`src/rtl/dsp_mac_sequencer_if.sv`:
```
// dsp_mac_sequencer_if: operand stream, result and DSP-slice signals of the MAC sequencer
interface dsp_mac_sequencer_if #(parameter int LEN_W = 8);
   logic             start;
   logic [LEN_W-1:0] len;
   logic             abort;
   logic             in_valid;
   logic             in_ready;
   logic [17:0]      a_in;
   logic [17:0]      b_in;
   logic [17:0]      dsp_a;
   logic [17:0]      dsp_b;
   logic [7:0]       dsp_opmode;
   logic             dsp_ce_ab;
   logic             dsp_ce_m;
   logic             dsp_ce_p;
   logic [47:0]      dsp_p;
   logic             busy;
   logic             res_valid;
   logic [47:0]      res_data;
   modport master (
      output start, len, abort, in_valid, a_in, b_in, dsp_p,
      input  in_ready, dsp_a, dsp_b, dsp_opmode, dsp_ce_ab, dsp_ce_m, dsp_ce_p, busy, res_valid, res_data
   );
   modport slave (
      input  start, len, abort, in_valid, a_in, b_in, dsp_p,
      output in_ready, dsp_a, dsp_b, dsp_opmode, dsp_ce_ab, dsp_ce_m, dsp_ce_p, busy, res_valid, res_data
   );
endinterface

```
`src/rtl/dsp_mac_sequencer.sv`:
```
// dsp_mac_sequencer: drives one 18x18 DSP slice as a dot-product engine and strobes out the final P
module dsp_mac_sequencer #(
   parameter int LEN_W    = 8,
   parameter int OP_DELAY = 3
) (
   input logic              CLK,
   input logic              RST,
   dsp_mac_sequencer_if.slave bus
);
   typedef enum logic [1:0] {IDLE, LOAD, DRAIN, RESULT} state_t;
   state_t                  state, state_nx;
   logic [LEN_W-1:0]        rem;
   logic                    first;
   logic                    empty;
   logic [17:0]             a_q, b_q;
   logic [47:0]             res_q;
   // pipe[0] travels with dsp_a/dsp_b, pipe[OP_DELAY] lines up with the product at the post-adder
   logic [OP_DELAY:0][2:0]  pipe;
   logic [2:0]              t, tag;
   logic                    xfer, flush;
   assign t     = pipe[OP_DELAY];
   assign xfer  = state == LOAD && bus.in_valid && !bus.abort;
   assign flush = (state == LOAD || state == DRAIN) && bus.abort;
   assign tag   = xfer ? {1'b1, first, rem == LEN_W'(1)} : 3'b000;
   // state register
   always_ff @(posedge CLK or posedge RST)
      if (RST) state <= IDLE;
      else     state <= state_nx;
   // next-state logic
   always_comb
      case (state)
         IDLE:    state_nx = bus.start ? (bus.len != '0 ? LOAD : RESULT) : IDLE;
         LOAD:    state_nx = bus.abort ? IDLE : (xfer && rem == LEN_W'(1)) ? DRAIN : LOAD;
         DRAIN:   state_nx = bus.abort ? IDLE : (t[2] && t[0]) ? RESULT : DRAIN;
         default: state_nx = IDLE;
      endcase
   // operand registers, remaining count, tag pipe and held result
   always_ff @(posedge CLK or posedge RST)
      if (RST) begin
         rem   <= '0;
         first <= 1'b0;
         empty <= 1'b0;
         a_q   <= '0;
         b_q   <= '0;
         pipe  <= '0;
         res_q <= '0;
      end else begin
         if (state == IDLE && bus.start) begin
            rem   <= bus.len;
            first <= 1'b1;
            empty <= bus.len == '0;
         end else if (xfer) begin
            rem   <= rem - LEN_W'(1);
            first <= 1'b0;
         end
         if (xfer) begin
            a_q <= bus.a_in;
            b_q <= bus.b_in;
         end
         pipe <= flush ? '0 : {pipe[OP_DELAY-1:0], tag};
         if (state == RESULT) res_q <= bus.res_data;
      end
   // outputs; res_data shows the live P during the strobe so data and strobe coincide
   always_comb begin
      bus.in_ready   = state == LOAD;
      bus.busy       = state != IDLE;
      bus.res_valid  = state == RESULT;
      bus.res_data   = state == RESULT ? (empty ? '0 : bus.dsp_p) : res_q;
      bus.dsp_a      = a_q;
      bus.dsp_b      = b_q;
      bus.dsp_ce_ab  = state != IDLE && !empty;
      bus.dsp_ce_m   = state != IDLE && !empty;
      bus.dsp_ce_p   = t[2];
      bus.dsp_opmode = t[2] ? (t[1] ? 8'h01 : 8'h09) : 8'h08;
   end
endmodule

```
`src/flat_wrapper.sv`:
```
// flat-port wrapper written by rule: the top's interface ports become plain ports
module dsp_mac_sequencer_flat 
#(
   parameter int LEN_W    = 8,
   parameter int OP_DELAY = 3
)
  (CLK, RST, bus_start, bus_len, bus_abort, bus_in_valid, bus_a_in, bus_b_in, bus_dsp_p, bus_in_ready, bus_dsp_a, bus_dsp_b, bus_dsp_opmode, bus_dsp_ce_ab, bus_dsp_ce_m, bus_dsp_ce_p, bus_busy, bus_res_valid, bus_res_data);
  dsp_mac_sequencer_if #(.LEN_W(LEN_W)) bus_i ();
  input logic CLK;
  input logic RST;
  input wire logic [$bits(bus_i.start)-1:0] bus_start;
  input wire logic [$bits(bus_i.len)-1:0] bus_len;
  input wire logic [$bits(bus_i.abort)-1:0] bus_abort;
  input wire logic [$bits(bus_i.in_valid)-1:0] bus_in_valid;
  input wire logic [$bits(bus_i.a_in)-1:0] bus_a_in;
  input wire logic [$bits(bus_i.b_in)-1:0] bus_b_in;
  input wire logic [$bits(bus_i.dsp_p)-1:0] bus_dsp_p;
  output wire logic [$bits(bus_i.in_ready)-1:0] bus_in_ready;
  output wire logic [$bits(bus_i.dsp_a)-1:0] bus_dsp_a;
  output wire logic [$bits(bus_i.dsp_b)-1:0] bus_dsp_b;
  output wire logic [$bits(bus_i.dsp_opmode)-1:0] bus_dsp_opmode;
  output wire logic [$bits(bus_i.dsp_ce_ab)-1:0] bus_dsp_ce_ab;
  output wire logic [$bits(bus_i.dsp_ce_m)-1:0] bus_dsp_ce_m;
  output wire logic [$bits(bus_i.dsp_ce_p)-1:0] bus_dsp_ce_p;
  output wire logic [$bits(bus_i.busy)-1:0] bus_busy;
  output wire logic [$bits(bus_i.res_valid)-1:0] bus_res_valid;
  output wire logic [$bits(bus_i.res_data)-1:0] bus_res_data;
  assign bus_i.start = bus_start;
  assign bus_i.len = bus_len;
  assign bus_i.abort = bus_abort;
  assign bus_i.in_valid = bus_in_valid;
  assign bus_i.a_in = bus_a_in;
  assign bus_i.b_in = bus_b_in;
  assign bus_i.dsp_p = bus_dsp_p;
  assign bus_in_ready = bus_i.in_ready;
  assign bus_dsp_a = bus_i.dsp_a;
  assign bus_dsp_b = bus_i.dsp_b;
  assign bus_dsp_opmode = bus_i.dsp_opmode;
  assign bus_dsp_ce_ab = bus_i.dsp_ce_ab;
  assign bus_dsp_ce_m = bus_i.dsp_ce_m;
  assign bus_dsp_ce_p = bus_i.dsp_ce_p;
  assign bus_busy = bus_i.busy;
  assign bus_res_valid = bus_i.res_valid;
  assign bus_res_data = bus_i.res_data;
  dsp_mac_sequencer #(.LEN_W(LEN_W), .OP_DELAY(OP_DELAY)) u_core (.CLK(CLK), .RST(RST), .bus(bus_i));
endmodule
```
`config.mk`:
```
export PLATFORM = sky130hd
export DESIGN_NAME = dsp_mac_sequencer_flat
export DESIGN_NICKNAME = d
export VERILOG_FILES = /design/src/rtl/dsp_mac_sequencer_if.sv /design/src/rtl/dsp_mac_sequencer.sv /design/src/flat_wrapper.sv
export SDC_FILE = /design/constraint.sdc
export NUM_CORES = 1
export LEC_CHECK = 0
export BUFFER_PORTS_ARGS = -buffer_cell sky130_fd_sc_hd__buf_2
export CAP_MARGIN = 25
export CORE_MARGIN = 5
export CORE_UTILIZATION = 35
export CTS_BUF_LIST = sky130_fd_sc_hd__clkbuf_4 sky130_fd_sc_hd__clkbuf_8
export CTS_CLUSTER_SIZE = 10
export DETAILED_ROUTE_END_ITERATION = 6
export GPL_ROUTABILITY_DRIVEN = 0
export GPL_TIMING_DRIVEN = 1
export MAX_ROUTING_LAYER = met4
export PLACE_DENSITY = 0.6
export SYNTH_ARGS = -nofsm -noshare
export SYNTH_HDL_FRONTEND = slang
export SYNTH_SLANG_ARGS = --single-unit
```
`constraint.sdc`:
```
create_clock -name CLK -period 8.1 [get_ports CLK]
set_input_delay 1.215 -clock CLK [delete_from_list [all_inputs] [get_ports CLK]]
set_output_delay 1.215 -clock CLK [all_outputs]
set_load 0.05 [all_outputs]
```
Word-level counts from Yosys, hierarchy flattened

Cells that the tools add are included.

Register bits after elaboration: 108
Input port bits: 97

Equal/unequal tests: 4
Add/subtract/negate cells: 1
Muxes and demuxes: 17
Reductions and logical operators: 15

Operator list:

| operator                                                              | count |
|---|---|
| 48-bit 2-to-1 mux                                                     | 2 |
| 8-bit 2-to-1 mux                                                      | 3 |
| 12-bit 2-to-1 mux                                                     | 1 |
| 2-bit 2-to-1 mux                                                      | 5 |
| 8-bit by 1-bit equality test with 1-bit output, second input constant | 1 |
| 8-bit zero test                                                       | 1 |
| 8-bit nonzero test                                                    | 1 |
| 8-bit by 1-bit subtractor with 8-bit output, second input constant    | 1 |
| 1-bit logical AND                                                     | 7 |
| 2-bit case mux with 3 select lines                                    | 1 |
| 2-bit equality test, second input constant                            | 2 |
| 4-bit 2-to-1 mux                                                      | 1 |
| 2-bit nonzero test                                                    | 2 |
| 1-bit 2-to-1 mux                                                      | 3 |
| 3-bit 2-to-1 mux                                                      | 1 |
| 2-bit by 1-bit equality test with 1-bit output, second input constant | 1 |
| 1-bit zero test                                                       | 2 |
| 2-bit zero test                                                       | 1 |
| 1-bit logical OR                                                      | 1 |

Logic depth before layout (Yosys ltp)

Gate-level depths: netlist (run 1).

Depth after elaboration: 7
Gate-level depth with buffers: 8
Mapped depth without buffers: 6

Least setup slack after synthesis (run 1)

Ideal clock, no wire load.

Path kind: register -> output
Start point: register u_core.state[0]
End point: output bus_res_data[1]
Cell stages (with the launch flop): 6
Data required time: 6.885 ns
Arrival time: 2.487 ns
Setup slack: 4.398 ns
Buffers on the path: 3
Cell sequence: dfrtp_1 > ha_1 > buf_2 > clkbuf_1 > clkbuf_1 > o21ai_0

Cells in the longest elaborated chain, start to end: 2

RTL lines:

| item                     | line                    | text |
|---|---|---|
| start: declaration       | dsp_mac_sequencer.sv:11 | `state_t state, state_nx;` |
| start signal: assignment | dsp_mac_sequencer.sv:28 | `else state <= state_nx;` |
| 2-bit equality test      | --                      |  |
| via bus_res_valid        | flat_wrapper.sv:26      | `output wire logic [$bits(bus_i.res_valid)-1:0] bus_res_valid;` |
| 48-bit 2-to-1 mux        | dsp_mac_sequencer.sv:68 | `bus.res_data = state == RESULT ? (empty ? '0 : bus.dsp_p) : res_q;` |
| end: declaration         | flat_wrapper.sv:27      | `output wire logic [$bits(bus_i.res_data)-1:0] bus_res_data;` |

The timed path passes the listed nets, and every way through them passes these cells.

Worst setup path after layout (run 1)

Start point: register u_core.state[1]
End point: output bus_res_data[32]

Cells in the longest elaborated chain, start to end: 2

RTL lines:

| item                | line |
|---|---|
| 2-bit equality test | dsp_mac_sequencer.sv:68 |
| 48-bit 2-to-1 mux   | dsp_mac_sequencer.sv:68 |

Every way passes these cells.

==> results of run 1 <==
## kinds of logic (layout without fill, tap and decap cells)
logic type	count (synthesis)	after routing	synth area share [%]
adder cells (fa/ha/maj)	6	6	1.61
XOR/XNOR	1	1	0.188
buffers and inverters	91	264	8.11
other	1	6	0.0805
AND/OR/NAND/NOR	210	210	19.0
AO/OA/AOI/OAI	114	114	12.9
flip-flops	108	108	58.0
## cell type report
type | instances | share of cell area [%]
Clock buffer | 12 | 2.69
Clock inverter | 4 | 0.804
Inverter | 57 | 3.66
Multi-Input combinational cell | 337 | 27.2
Sequential cell | 108 | 45.7
Tap cell | 176 | 3.72
Timing Repair Buffer | 191 | 16.3
## cell usage after synthesis
master	number	area, sq um
sky130_fd_sc_hd__inv_1	56	210
sky130_fd_sc_hd__a31o_2	1	8.76
sky130_fd_sc_hd__or4_1	2	15.0
sky130_fd_sc_hd__nand2b_1	3	18.8
sky130_fd_sc_hd__clkbuf_1	18	67.6
sky130_fd_sc_hd__buf_1	3	11.3
sky130_fd_sc_hd__nand2_1	165	619
sky130_fd_sc_hd__o21ai_0	95	475
sky130_fd_sc_hd__nor2_1	9	33.8
sky130_fd_sc_hd__o31ai_1	3	22.5
sky130_fd_sc_hd__buf_2	5	25.0
sky130_fd_sc_hd__nor3b_1	1	7.51
sky130_fd_sc_hd__o311ai_0	1	8.76
sky130_fd_sc_hd__or2_2	2	12.5
sky130_fd_sc_hd__a31oi_1	9	56.3
sky130_fd_sc_hd__nand3_1	2	10.0
sky130_fd_sc_hd__and3_1	1	6.26
sky130_fd_sc_hd__a21oi_1	2	10.0
sky130_fd_sc_hd__dfrtp_1	108	2700
sky130_fd_sc_hd__buf_4	8	60.1
sky130_fd_sc_hd__xnor2_1	1	8.76
sky130_fd_sc_hd__inv_2	1	3.75
sky130_fd_sc_hd__nand4_1	2	12.5
sky130_fd_sc_hd__conb_1	1	3.75
sky130_fd_sc_hd__or3_2	1	7.51
sky130_fd_sc_hd__nor3_1	2	10.0
sky130_fd_sc_hd__nand3b_1	1	7.51
sky130_fd_sc_hd__and2_1	10	62.6
sky130_fd_sc_hd__ha_1	6	75.1
sky130_fd_sc_hd__o41ai_1	1	8.76
sky130_fd_sc_hd__nor2b_1	1	6.26
sky130_fd_sc_hd__or3_1	1	6.26
sky130_fd_sc_hd__nor4_1	4	25.0
sky130_fd_sc_hd__or4_2	1	8.76
sky130_fd_sc_hd__o22ai_1	2	12.5
sky130_fd_sc_hd__nand4b_1	2	17.5
## worst max-delay path, stage by stage, from the launching register on
cell                      delay [ns]
sky130_fd_sc_hd__dfrtp_1        0.39
sky130_fd_sc_hd__ha_2           0.17
sky130_fd_sc_hd__buf_4          0.56
sky130_fd_sc_hd__nor2b_4        0.94
sky130_fd_sc_hd__nand2_1        0.15
sky130_fd_sc_hd__o21ai_0        0.16
sky130_fd_sc_hd__buf_2          0.31
## routing by layer
layer	up-vias	track usage [%]
met4	0	5.80
li1	2016	-
met2	175	21.4
met3	12	4.43
met1	1792	19.7
met5	-	-
## per-stage QoR
step           util (%)  power (mW)  worst slack [ns]
2_1_floorplan         -        1.01              4.04
3_3_place_gp       43.5        1.13              4.24
3_5_place_dp       43.5        1.13              4.14
4_1_cts            45.0        1.48              3.71
5_1_grt            45.0        1.54              3.46
6_report           45.0        1.46              3.79
## how the worst max path moves through the flow
stage / from / end / slack (ns) / cells after the start
after floorplan: RST / u_core.bus.dsp_a[0] / 4.04 / 1
after global placement: u_core.state[0] / bus_res_data[16] / 4.24 / 6
after detailed placement: u_core.state[0] / bus_res_data[32] / 4.14 / 6
after CTS: u_core.state[0] / bus_res_data[32] / 3.71 / 6
after global routing: u_core.state[0] / bus_res_data[32] / 3.46 / 6
final: u_core.state[1] / bus_res_data[32] / 3.79 / 6
## flip-flops by register name (all words and copies together) (netlist names)
name              count
u_core.res_q         48
u_core.bus.dsp_a     18
u_core.bus.dsp_b     18
u_core.pipe           9
u_core.rem            8
u_core.t              3
u_core.state          2
u_core.empty          1
u_core.first          1
## power by group through the flow
stage          Sequential [mW]  Combinational, mW  Clock (mW)
3_3_place_gp             0.666              0.463           0
6_report                 0.658              0.462       0.339
5_1_grt                  0.668              0.496       0.379
3_5_place_dp             0.666              0.468           0
2_1_floorplan            0.831              0.179           0
4_1_cts                  0.657              0.467       0.358
==> impl_metrics.yaml, run 1 <==
clock_tree:
  clock_tree.htree_level_count: 3
  cts.clk_slew.worst_paths_ns: 0.09
  clkSinkCount: 108
  cts_tree: "built"
  post_cts_hold_buffer_count: 0
  cts_setup_buffers: 0
  clock-root-buffer: "sky130_fd_sc_hd__clkbuf_8"
  worst_skew_pair.late_latency_ns: 0.37
  tritoncts.num_buffers: 9
  postCtsResizedCells: 0
  max-clock-path-buffers: 2
worst_hold_path:
  worstHoldEndpoint: "u_core.pipe[5]"
  min-delay-start: "u_core.pipe[2]"
  hold_path_depth: 1
  hold_class: "register to register"
detailed_routing:
  drt-met1-wl_mm: 5.16
  wl_met3_mm: 1.06
  routed.top_layer: "met4"
  drc: 0
  detailedRoute.firstIterationViolations: 274
  dr_total_vias: 3995
  detail_route.first_pass.iterations: 5
  wl_mm: 11.3
  post_drt_via_cell_ratio: 4.51
  drt-wirelength-per-cell_microns: 12.8
  met2WireLength_mm: 4.92
  drtAntennaViolNets: 0
power:
  p_leak_nw: 3.09
  gate_power_share_pct: 31.7
  sw_frac_of_total_pct: 39.5
  p_switching_mw: 0.577
  power.density_cell_area_nw_per_um2: 247
  cellInternalPower_mw: 0.882
  share_seq_of_total_power_pct: 45.1
  share_clk_of_total_power_pct: 23.2
  peakVddDrop_mv: 0.176
floorplanning:
  initial_core_utilization_pct: 35.5
  die-width_microns: 125
  dieHeight_microns: 125
  floorplan.core_area_sq_um: 13100
  placementRows: 42
  num_io_pins: 195
  floorplan.die_area_sq_um: 15700
layout:
  final_cell_mix: "188 x sky130_fd_sc_hd__buf_2, 165 x sky130_fd_sc_hd__nand2_1, 108 x sky130_fd_sc_hd__dfrtp_1"
  area_used_by_multi_input_combinational_logic_sq_um: 1610
  design.final.nets: 807
  antenna_cells_inserted: 0
  fillerInstances: 1317
  most_common_cell_after_layout_fill_and_taps_aside: "sky130_fd_sc_hd__buf_2"
  final_cells: 885
  sequential_cell_area_sq_um: 2700
  layout-area-overhead-vs-synth_pct: 27.0
  fin_area_sq_um: 5920
  final_layout_size_suffix_gt1_share_pct: 30.5
setup_path:
  crit_arrival_ns: 3.10
  crit-reg2reg-capture: "u_core.res_q[8]"
  crit-reg2reg-launch: "u_core.state[1]"
  timing.setup.critical_path_class: "register to output pin"
  path_max_fanout: 101
  reg2reg_slack_ns: 5.61
  critPathRequiredTime_ns: 6.88
  r2r.worst_path.cells: 5
  worst_setup_path_end_kind: "output pin"
  setup.worst_path.start_class: "register"
timing:
  fmax_mhz: 232
  worst-slew-pin-transition_ns: 0.997
  setup_viol: 0
  hold-worst-slack_ns: 0.453
  min_period_over_period_pct: 53.2
  worst_clock_skew_ns: 0.00737
  report.final.hold_viol_count: 0
  slew-limit-headroom_pct: 33.4
  unrepaired_setup_endpoints_after_global_routing: "no"
  setup-tns-final_ns: 0
  final_max_slew_viol_count: 0
  post-route-min-period_ns: 4.31
synthesis:
  syn_area_per_cell_sq_um: 8.77
  ys_types: 36
  cell_count_after_synthesis: 531
  synth_sequential_area_ratio_pct: 58.0
  syn_area_sq_um: 4660
  postSynthRegisterBits: 108
  yosys_warnings: 0
grt:
  overall_overflow_remaining_after_global_route: 0
  grt_usage_pct: 14.8
  number_of_global_route_vias_before_repair: 3901
  grt_start_max_net_pins: 102
  grt_pass1_wl_mm: 18.8
  antenna_violations_before_repair: 0
job:
  max_cap_violations: 0
place:
  dp_hpwl_mm: 8.07
  dp_cells: 869
  io_buffers: 188
  detailed_place.area_sq_um: 5710
run_status:
  result_of_the_run: "completed"
No activity file was read; power rests on OpenSTA's default activity.
==> inputs of run 2 (changes only) <==
clock period = 4.51 ns   (was 8.1 ns; I/O delays follow)
==> run 2 against run 1 <==
- via count up 1.3%
- cell count increased by 0.11%
- sequential share of layout area fell by 0.087 points
- critical endpoint is now bus_res_data[16]
- routed wire length rose by 0.49%
- clock skew is 0.0088 ns higher
- first-iteration DRC count down 12%
- clock-buffer cell count is 3 lower
- sequential power grew 79%
- global-route usage is 0.086 points lower
- worst hold slack better by 0.0069 ns
==> impl_metrics.yaml, run 2 (same netlist as run 1, synthesis figures left out) <==
floorplanning:
  floorplan.core_area_sq_um: 13100
  dieHeight_microns: 125
  num_io_pins: 195
  floorplan.die_area_sq_um: 15700
  initial_core_utilization_pct: 35.5
  placementRows: 42
  die-width_microns: 125
worst_hold_path:
  worstHoldEndpoint: "u_core.pipe[5]"
  min-delay-start: "u_core.pipe[2]"
  hold_class: "register to register"
  hold_path_depth: 1
layout:
  regMostFlops: "u_core.res_q"
  flip_flop_count_of_the_largest_register_all_copies_and_words_added: 48
  antenna_cells_inserted: 0
  final_layout_size_suffix_gt1_share_pct: 30.6
  final_cell_mix: "188 x sky130_fd_sc_hd__buf_2, 165 x sky130_fd_sc_hd__nand2_1, 108 x sky130_fd_sc_hd__dfrtp_1"
  layout-area-overhead-vs-synth_pct: 27.2
  most_common_cell_after_layout_fill_and_taps_aside: "sky130_fd_sc_hd__buf_2"
  fin_area_sq_um: 5930
  design.final.nets: 808
  fillerInstances: 1305
setup_path:
  reg2reg_slack_ns: 2.33
  critPathRequiredTime_ns: 3.83
  critPathBufInv: 2
  gate_family_responsible_for_the_most_delay_along_the_worst_path: "simple AND/OR/NAND/NOR gates"
  critical_path.cell_chain: "ha_2 -> nor2b_4 -> buf_16 -> nand2_1 -> o21ai_0 -> buf_2"
  setup.worst_path.start_class: "register"
  r2r.worst_path.cells: 7
  path_max_fanout: 27
  crit-reg2reg-launch: "u_core.state[1]"
  cpPeakStageDelay_ns: 0.47
  crit_arrival_ns: 2.19
  timing.setup.critical_path_class: "register to output pin"
  worst_setup_path_end_kind: "output pin"
  crit_path_top_delay_cell: "sky130_fd_sc_hd__nor2b_4"
  crit-reg2reg-capture: "u_core.state[1]"
detailed_routing:
  drtAntennaViolNets: 0
  post_drt_via_cell_ratio: 4.57
  drt-wirelength-per-cell_microns: 12.9
  dr_total_vias: 4045
  detail_route.first_pass.iterations: 4
  detailedRoute.firstIterationViolations: 242
  wl_mm: 11.4
  drc: 0
timing:
  setup_viol: 0
  unrepaired_setup_endpoints_after_global_routing: "no"
  finalWorstSetupSlack_ns: 1.64
  setup-tns-final_ns: 0
  slew-limit-headroom_pct: 40.6
  worst_clock_skew_ns: 0.0161
  worst-slew-pin-transition_ns: 0.891
  report.final.hold_viol_count: 0
  fmax_mhz: 349
  final_max_slew_viol_count: 0
  post-route-min-period_ns: 2.87
  min_period_over_period_pct: 63.6
power:
  share_clk_of_total_power_pct: 22.5
  cellInternalPower_mw: 1.55
  gate_power_share_pct: 32.0
  share_seq_of_total_power_pct: 45.5
  sw_frac_of_total_pct: 40.4
  p_leak_nw: 3.10
  p_switching_mw: 1.05
  power.total_mw: 2.60
  power.density_cell_area_nw_per_um2: 438
  peakVddDrop_mv: 0.280
place:
  detailedPlace.worstSlack_ns: 1.79
  dp_hpwl_mm: 8.20
  detailed_place.area_sq_um: 5710
  io_buffers: 188
grt:
  grt_pass1_wl_mm: 18.8
  grt_start_max_net_pins: 101
  grt_usage_pct: 14.8
  antenna_violations_before_repair: 0
  number_of_global_route_vias_before_repair: 4038
  overall_overflow_remaining_after_global_route: 0
clock_tree:
  cts_tree: "built"
  clock_tree.htree_level_count: 3
  tritoncts.num_buffers: 9
  max-clock-path-buffers: 2
  clkSinkCount: 108
  worst_skew_pair.late_latency_ns: 0.38
  clock-root-buffer: "sky130_fd_sc_hd__clkbuf_8"
  post_cts_hold_buffer_count: 0
  cts.clk_slew.worst_paths_ns: 0.10
  postCtsResizedCells: 0
  cts_setup_buffers: 0
run_status:
  result_of_the_run: "completed"
job:
  max_cap_violations: 0
==> run 2: worst max path at each step <==
stage | end | slack [ns] | start | depth (start not counted)
final | bus_res_data[16] | 1.64 | u_core.state[0] | 6
after global routing | bus_res_data[46] | 1.47 | u_core.state[1] | 5
after CTS | bus_res_data[16] | 1.34 | u_core.state[1] | 5
after detailed placement | bus_res_data[16] | 1.79 | u_core.state[0] | 5
after global placement | bus_res_data[13] | 1.88 | u_core.state[0] | 5
after floorplan | u_core.bus.dsp_a[0] | 0.99 | RST | 1
==> run 2: stage by stage <==
stage | hold slack (ns) | instances | util (%)
after floorplan | 0.428 | 536 | -
after global placement | 0.429 | 869 | 43.5
after detailed placement | 0.440 | 869 | 43.5
after CTS | 0.458 | 885 | 44.9
after global routing | 0.471 | 886 | 45.1
final | 0.460 | 886 | 45.1
==> run 2: area by class of cell <==
| class | count | area, sq um | area share [%] |
|---|---|---|---|
| Multi-Input combinational cell | 337 | 1610 | 27.1 |
| Clock buffer | 9 | 124 | 2.09 |
| Inverter | 57 | 216 | 3.65 |
| Clock inverter | 7 | 66.3 | 1.12 |
| Sequential cell | 108 | 2700 | 45.6 |
| Tap cell | 176 | 220 | 3.72 |
| Timing Repair Buffer | 192 | 991 | 16.7 |
==> run 2: layer usage <==
layer / wire [microns] / up-vias / track usage (%)
met5: 0 / - / -
met4: 208 / 0 / 6.06
met3: 1000 / 17 / 4.56
met2: 4900 / 172 / 21.9
met1: 5290 / 1836 / 18.8
li1: - / 2020 / -
==> run 2: power groups by stage <==
stage	clock [mW]	sequential (mW)	combinational (mW)
floorplan	0	1.49	0.322
global placement	0	1.20	0.831
detailed placement	0	1.20	0.843
CTS	0.616	1.18	0.841
global route	0.652	1.20	0.894
finish	0.584	1.18	0.831
==> run 2: worst reg2reg max path, cell delays in order (launching register included) <==
cell                       delay [ns]
sky130_fd_sc_hd__dfrtp_1         0.41
sky130_fd_sc_hd__inv_1           0.08
sky130_fd_sc_hd__ha_1            0.21
sky130_fd_sc_hd__nand3b_1        0.09
sky130_fd_sc_hd__buf_4           0.27
sky130_fd_sc_hd__inv_2           0.63
sky130_fd_sc_hd__nand3_1         0.20
sky130_fd_sc_hd__a31oi_1         0.20
